**config.mk**
```make
export PLATFORM = sky130hd
export DESIGN_NAME = pat_seq_ctrl
export DESIGN_NICKNAME = d
export VERILOG_FILES = /design/src/rtl/pat_seq_ctrl.sv
export SDC_FILE = /design/constraint.sdc
export NUM_CORES = 1
export LEC_CHECK = 0
export CAP_MARGIN = 5
export CORE_MARGIN = 2
export CORE_UTILIZATION = 61
export CTS_BUF_LIST = sky130_fd_sc_hd__clkbuf_8
export CTS_CLUSTER_DIAMETER = 100
export DETAILED_ROUTE_END_ITERATION = 10
export DONT_BUFFER_PORTS = 1
export MAX_ROUTING_LAYER = met4
export PLACE_DENSITY = 0.77
export SYNTH_ARGS = -nofsm -noshare
export SYNTH_HDL_FRONTEND = slang
export SYNTH_SLANG_ARGS = --single-unit
```
**constraint.sdc**
```tcl
create_clock -name clk -period 4.15 [get_ports clk]
set_input_delay 0.83 -clock clk [delete_from_list [all_inputs] [get_ports clk]]
set_output_delay 0.83 -clock clk [all_outputs]
set_load 0.02 [all_outputs]
```
**src/rtl/pat_seq_ctrl.sv**
```systemverilog
// Sequencer for the 4-bit pattern generator: clear, seed, step len times, and score
// each generator sample against a masked target. Reports the match count, the first-hit index and per-sample hits.
module pat_seq_ctrl #(
  parameter int PG_LAT = 1,
  parameter int LEN_W  = 8,
  parameter int CNT_W  = 8
) (
  input  logic             clk,
  input  logic             res,
  input  logic             start,
  input  logic             abort,
  input  logic [3:0]       seed,
  input  logic [3:0]       target,
  input  logic [3:0]       target_mask,
  input  logic [LEN_W-1:0] len,
  input  logic [2:0]       r_cfg,
  input  logic [2:0]       b_cfg,
  input  logic             b_inc,
  input  logic [3:0]       pg_data_out,
  output logic             pg_res,
  output logic             pg_sel,
  output logic [3:0]       pg_data_in,
  output logic [2:0]       pg_r,
  output logic [2:0]       pg_b,
  output logic             busy,
  output logic             done,
  output logic             hit,
  output logic [CNT_W-1:0] match_cnt,
  output logic [LEN_W-1:0] first_hit_idx,
  output logic             first_hit_vld
);
  localparam int DW = (PG_LAT > 1) ? $clog2(PG_LAT) : 1;

  typedef enum logic [2:0] {S_IDLE, S_CLR, S_LOAD, S_RUN, S_DRAIN, S_DONE} state_t;

  state_t                      state, state_nxt;
  logic [3:0]                  seed_q, tgt_q, msk_q;
  logic [LEN_W-1:0]            len_q, step_idx;
  logic [2:0]                  r_q, b_q;
  logic                        binc_q;
  logic [DW-1:0]               drain_cnt;
  logic [PG_LAT:1]             vld_pipe;
  logic [PG_LAT:1][LEN_W-1:0]  idx_pipe;
  logic                        start_ok, abort_now, issue, cmp_hit;

  assign start_ok  = (state == S_IDLE) && start;
  assign abort_now = (state != S_IDLE) && abort;
  assign issue     = (state == S_LOAD) || (state == S_RUN);
  // A sample whose tag emerges in the abort cycle is dropped along with the flushed pipe.
  assign cmp_hit   = vld_pipe[PG_LAT] && (((pg_data_out ^ tgt_q) & msk_q) == 4'h0) && !abort_now;

  always_ff @(posedge clk or negedge res) begin
    if (!res) state <= S_IDLE;
    else      state <= state_nxt;
  end

  always_comb begin
    state_nxt = state;
    unique case (state)
      S_IDLE:  if (start) state_nxt = S_CLR;
      S_CLR:   state_nxt = S_LOAD;
      S_LOAD:  state_nxt = (len_q != '0) ? S_RUN : S_DRAIN;
      S_RUN:   if (step_idx == len_q) state_nxt = S_DRAIN;
      S_DRAIN: if (drain_cnt == DW'(PG_LAT - 1)) state_nxt = S_DONE;
      S_DONE:  state_nxt = S_IDLE;
      default: state_nxt = S_IDLE;
    endcase
    if (abort_now) state_nxt = S_IDLE;
  end

  always_ff @(posedge clk or negedge res) begin
    if (!res) begin
      pg_res        <= 1'b0;
      pg_sel        <= 1'b0;
      pg_data_in    <= '0;
      pg_r          <= '0;
      pg_b          <= '0;
      busy          <= 1'b0;
      done          <= 1'b0;
      hit           <= 1'b0;
      match_cnt     <= '0;
      first_hit_idx <= '1;
      first_hit_vld <= 1'b0;
      seed_q        <= '0;
      tgt_q         <= '0;
      msk_q         <= '0;
      len_q         <= '0;
      r_q           <= '0;
      b_q           <= '0;
      binc_q        <= 1'b0;
      step_idx      <= '0;
      drain_cnt     <= '0;
      vld_pipe      <= '0;
      idx_pipe      <= '0;
    end else begin
      // Outputs are registered from the next state so they line up with the state they describe.
      pg_res <= (state_nxt == S_CLR) || abort_now;
      pg_sel <= (state_nxt == S_LOAD);
      busy   <= (state_nxt != S_IDLE);
      done   <= (state_nxt == S_DONE);
      hit    <= cmp_hit;

      if (state_nxt == S_LOAD) begin
        pg_data_in <= seed_q;
        pg_r       <= r_q;
        pg_b       <= b_q;
      end else if (issue && state_nxt == S_RUN && binc_q) begin
        pg_b <= pg_b + 3'd1;
      end

      if (state_nxt == S_LOAD) step_idx <= '0;
      else if (issue)          step_idx <= step_idx + LEN_W'(1);

      drain_cnt <= (state == S_DRAIN) ? drain_cnt + DW'(1) : '0;

      for (int i = PG_LAT; i > 1; i--) begin
        vld_pipe[i] <= vld_pipe[i-1] && !abort_now;
        idx_pipe[i] <= idx_pipe[i-1];
      end
      vld_pipe[1] <= issue && !abort_now;
      idx_pipe[1] <= step_idx;

      if (start_ok) begin
        seed_q        <= seed;
        tgt_q         <= target;
        msk_q         <= target_mask;
        len_q         <= len;
        r_q           <= r_cfg;
        b_q           <= b_cfg;
        binc_q        <= b_inc;
        match_cnt     <= '0;
        first_hit_idx <= '1;
        first_hit_vld <= 1'b0;
      end else if (cmp_hit) begin
        if (match_cnt != '1) match_cnt <= match_cnt + CNT_W'(1);
        if (!first_hit_vld) begin
          first_hit_vld <= 1'b1;
          first_hit_idx <= idx_pipe[PG_LAT];
        end
      end
    end
  end
endmodule

```
# Word level (Yosys, flattened, before mapping)
# Index checks and enable logic that the tools add are counted.
word_totals:
  latch_bits: 0
  memories: 0
  regBits: 80
  output_inout_bits: 32
  mem_bits_rw: 0
  mem_bits_ro: 0
op_classes:
  n_mul: 0
  reduce_logical: 21
  mux: 19
  shifts: 0
  n_eq_ne: 11
  n_lt_le_gt_ge: 0
  div_mod_pow: 0
  bitwise_logic: 2
  addsub: 4
op_table:
  columns: ["operator", "n"]
  rows:
  - ["8-bit two-way mux", 8]
  - ["3-bit two-way mux", 7]
  - ["8-bit by 1-bit adder with 8-bit output (second input constant)", 2]
  - ["3-bit case mux with 5 select lines", 1]
  - ["3-bit by 2-bit == test with 1-bit output (second input constant)", 4]
  - ["8-bit == test", 1]
  - ["8-bit inequality test (second input constant)", 1]
  - ["2-bit nonzero test", 4]
  - ["8-bit nonzero test", 1]
  - ["1-bit logical AND", 7]
  - ["3-bit by 1-bit == test with 1-bit output (second input constant)", 2]
  - ["3-bit == test (second input constant)", 2]
  - ["3-bit nonzero test", 2]
  - ["4-bit bitwise AND", 1]
  - ["4-bit zero test", 1]
  - ["2-bit AND reduction", 2]
  - ["4-bit XOR", 1]
  - ["3-bit by 1-bit adder with 3-bit output (second input constant)", 1]
  - ["3-bit zero test", 1]
  - ["1-bit two-way mux", 3]
  - ["1-bit logical OR", 2]
  - ["2-bit by 1-bit inequality test with 1-bit output (second input constant)", 1]
  - ["1-bit adder (second input constant)", 1]
  - ["1-bit zero test", 1]

# Logic depth before layout (Yosys ltp)
logic_depth:
  ltp_word: 9
  depth_mapped: 7
  mapped_depth_nobuf: 6

# Worst setup path before layout
# Ideal clock, no wire load.
synth_timing:
  path_kind: "in2reg"
  from: "input port abort"
  to: "register pg_b[2]"
  arrival_time_ns: 2.029
  stages: 5
  setup_ns: 0.126
  path_slack_ns: 1.995
  path_cell_list: "or3b_4 -> a311oi_2 -> o31ai_2 -> mux2i_1 -> a221o_1"
synth_via:
  elab_chain_len: 6
synth_lines:
  columns: ["element", "line_no", "text"]
  rows:
  - ["from (decl)", "11", "input logic abort,"]
  - ["1-bit logical AND (*)", "47", "assign abort_now = (state != S_IDLE) && abort;"]
  - ["3-bit two-way mux (*)", "68", "if (abort_now) state_nxt = S_IDLE;"]
  - ["3-bit by 2-bit == test with 1-bit output", "107", "end else if (issue && state_nxt == S_RUN && binc_q) begin"]
  - ["1-bit logical AND (2 in a row)", "107", null]
  - ["2-bit nonzero test (no line)", null, null]
  - ["to (signal assigned)", "106", "pg_b <= b_q;"]
  - ["to (signal assigned)", "108", "pg_b <= pg_b + 3'd1;"]
  - ["to (decl)", "24", "output logic [2:0] pg_b,"]
# Mark *: on every way between the ends. The rest lies on a longest branch, timed or not.
# A chain may end at the register's enable or synchronous reset.

# Worst setup path after layout
layout_timing:
  from: "register state[1]"
  to: "register first_hit_idx[0]"
layout_via:
  elab_chain_len: 6
layout_lines:
  columns: ["element", "line_no", "text"]
  rows:
  - ["from (decl)", "36", "state_t state, state_nxt;"]
  - ["from (signal assigned)", "54", "else state <= state_nxt;"]
  - ["3-bit nonzero test", "47", null]
  - ["1-bit logical AND", "47", null]
  - ["1-bit zero test", "50", "assign cmp_hit = vld_pipe[PG_LAT] && (((pg_data_out ^ tgt_q) & msk_q) == 4'h0) && !abort_now;"]
  - ["1-bit logical AND", "50", null]
  - ["2-bit nonzero test (no line)", null, null]
  - ["2-bit AND reduction (no line)", null, null]
  - ["to (signal assigned)", "138", "first_hit_idx <= idx_pipe[PG_LAT];"]
  - ["to (decl)", "29", "output logic [LEN_W-1:0] first_hit_idx,"]
# Parallel ways exist; a longest one is shown, timed or not.

==> summary.txt <==
Outcome
  • Outcome: finished clean

Critical path
  • Crit Path Class: register to register
  • Critical-path maximum fanout: 12
  • CP max stage cell: dfrtp_1
  • Arrival time at the worst endpoint: 2.47 ns
  • CP required: 4.42 ns
  • Slowest cell delay on critical path: 0.54 ns
  • R2R Path End: first_hit_idx[0]
  • Crit. End Element: register
  • Reg-to-reg slack, setup: 1.95 ns
  • Worst reg2reg path depth: 5
  • Reg2reg start: state[1]
  • Crit path cell chain: o31ai_2 > a21boi_2 > nand4b_1 > mux2i_1 > nand2_1
  • Startpoint Class: register

Drt
  • DRT Pass-1 Iters: 4
  • DRC Markers: 0
  • DRT iter0 DRCs: 96
  • ANT nets after route: 0
  • Vias per inst: 5.552
  • Via count: 2193
  • WL/cell: 15.70 microns
  • DRT Wirelength: 6200 microns

GRT
  • Pin count of the biggest net entering global routing: 81
  • Vias in the first global route: 2292
  • Initial antenna violation count: 0
  • Met1 Use GR: 0.3022
  • First-pass GRT wire length: 10720 microns
  • Met2 Use GR: 0.3487
  • Congestion Overflow GR: 0
  • Gr busiest metal: met2
  • GRT Util Overall: 0.2294
  • Met3 usage: 0.07045

Synthesis
  • Synth top area share: 0.5275
  • Synth cell types: 48
  • Post-synth EDFFs: 0
  • Synth warnings: 0
  • Leading area contributor after synthesis: dfrtp_1
  • Synth Instances: 317
  • Synth Flop Type: dfrtp_1
  • Post-synthesis sequential area ratio: 0.5890
  • Post-synthesis average cell area: 10.78 sq um
  • Post-synth ARST share: 1.000
  • Post-synthesis cell area: 3416 sq um
  • Yosys reg bits: 80
  • Top post-synthesis cells by area: dfrtp_1 (53%), nand2_1 (9.9%), dfstp_2 (6.2%), mux2i_1 (3.2%), xnor2_1 (3.1%)
  • Syn Nets: 355

Clock tree
  • Clock Sinks: 80
  • Postcts setup bufs: 0
  • CTS tree: yes
  • CTS Buf Count: 9
  • Clk_lat worst skew: 0.35 ns
  • Clock buffer depth: 2
  • Post-CTS Resized: 0
  • H-tree levels: 3
  • Hold-fix buffers, CTS: 0
  • Root buf cell: clkbuf_8
  • Clock transition at path regs: 0.09 ns

Timing
  • Worst Skew: 0.01304 ns
  • Final setup margin: 1.949 ns
  • Final period demand of the worst path: 2.201 ns
  • Slew HR: 0.3252
  • Final Setup Violations: 0
  • Worst-margin pin slew: 1.007 ns
  • Max Clock Freq: 454.4 MHz
  • RSZ-0062 raised after global routing: no
  • Final Hold Fails: 0
  • Slew Viols, Final: 0
  • Final Cycle Share: 0.5303
  • Post-Route Setup TNS: 0 ns
  • WHS: 0.1666 ns

Cells and area
  • Diodes inserted: 0
  • Final core utilization: 0.6765
  • Fillers: 440
  • Nets: 356
  • Area grow syn2layout: 8.388%
  • Most common cell after layout, fill and taps aside: nand2_1
  • Share of cells above drive strength 1: 0.1424
  • Most frequent cells in the layout: nand2_1 (90), dfrtp_1 (72), nor2_1 (17), xnor2_1 (12), mux2i_1 (11)

Power and ir drop
  • Leakage dissipation: 0.001798 uW
  • Peak VDD IR: 0.3923 mV
  • PwrDens: 700.4 nW/um^2
  • Power, Total: 2593 uW

Floorplan
  • Row Count: 27
  • Initial core utilization: 0.6241
  • Core Region: 5473 sq um
  • Die Ht: 78.83 microns
  • DIE AREA: 6214 sq um
  • I/O Pins: 67
  • Die W: 78.83 microns

Placed design
  • PortBufs: 0
  • Placer Congestion: 0.7870
  • Place WS: 1.762 ns
  • HPWL after detailed placement: 4230 microns

Min path
  • Min-Delay Path Class: primary input to async pin

Run
  • Max cap viols: 0
how the worst max path moves through the flow:
stage / from / depth (start not counted) / endpoint / slack (ns)
3_5_place_dp: pg_data_out[2] / 5 / first_hit_idx[5] / 1.76
6_report: state[1] / 5 / first_hit_idx[0] / 1.95
3_3_place_gp: pg_data_out[2] / 5 / match_cnt[6] / 1.83
2_1_floorplan: abort / 5 / pg_b[2] / 1.99
5_1_grt: state[1] / 5 / first_hit_idx[7] / 1.71
4_1_cts: state[1] / 5 / first_hit_idx[0] / 1.95
through the flow:
step,area (sq um),std cells
global route,3702,395
floorplan,3416,317
global placement,3482,379
detailed placement,3482,379
finish,3702,395
CTS,3702,395
synthesized netlist by cell type (2+ instances only):
cell type / number
buf_2: 3
mux2_2: 7
nand4_1: 2
nand2_1: 90
clkbuf_1: 9
xor2_1: 8
o31ai_2: 2
and3_1: 6
mux2i_1: 11
xnor2_1: 12
or3_1: 6
dfrtp_1: 72
o21ai_0: 8
ha_1: 3
dfstp_2: 8
a21oi_1: 7
inv_1: 5
nor2_1: 17
nor4_2: 3
and4_1: 2
nand3_1: 7
o21a_1: 3
report_power, final:
part           internal (uW)  switching (uW)  total [uW]
Clock                    340             285         625
Sequential              1060             339        1400
Combinational            264             302         567
critical path, delay by kind of cell (launching register included):
family           cells  cell delay (ns)
multiplexers         1             0.32
AO/OA/AOI/OAI        2             0.66
flip-flops           1             0.54
AND/OR/NAND/NOR      2             0.60
layer usage:
metal / vias up / share of wire
li1: 1066 / -
met1: 1060 / 0.46
met2: 58 / 0.46
met3: 9 / 0.062
met4: 0 / 0.016
met5: - / 0
registers in the layout, summed over array words and instances (netlist names), 3 cells and up:
signal / count
match_cnt: 8
idx_pipe: 8
pg_r: 3
pg_b: 3
first_hit_idx: 8
tgt_q: 4
msk_q: 4
pg_data_in: 4
seed_q: 4
step_idx: 8
r_q: 3
b_q: 3
len_q: 8
state: 3
cell type report:
cell class	count	area [sq um]	share of cell area
Tap cell	72	90.09	0.02433
Inverter	5	18.77	0.005069
Clock inverter	7	96.34	0.02602
Sequential cell	80	2012	0.5434
Clock buffer	9	123.9	0.03346
Timing Repair Buffer	3	22.52	0.006083
Multi-Input combinational cell	219	1339	0.3616
cells by family (layout without fill, tap and decap cells):
kind of cell    count (synthesis)  count (layout)  share of synthesized area
fa+ha+maj                       3               3                    0.01099
xor+xnor                       20              20                    0.05128
compound gates                 32              32                    0.06740
flops                          80              80                     0.5890
mux                            19              19                    0.05971
simple gates                  145             145                     0.1985
buf+inv                        18              24                    0.02308
No activity file was read; power rests on OpenSTA's default activity.
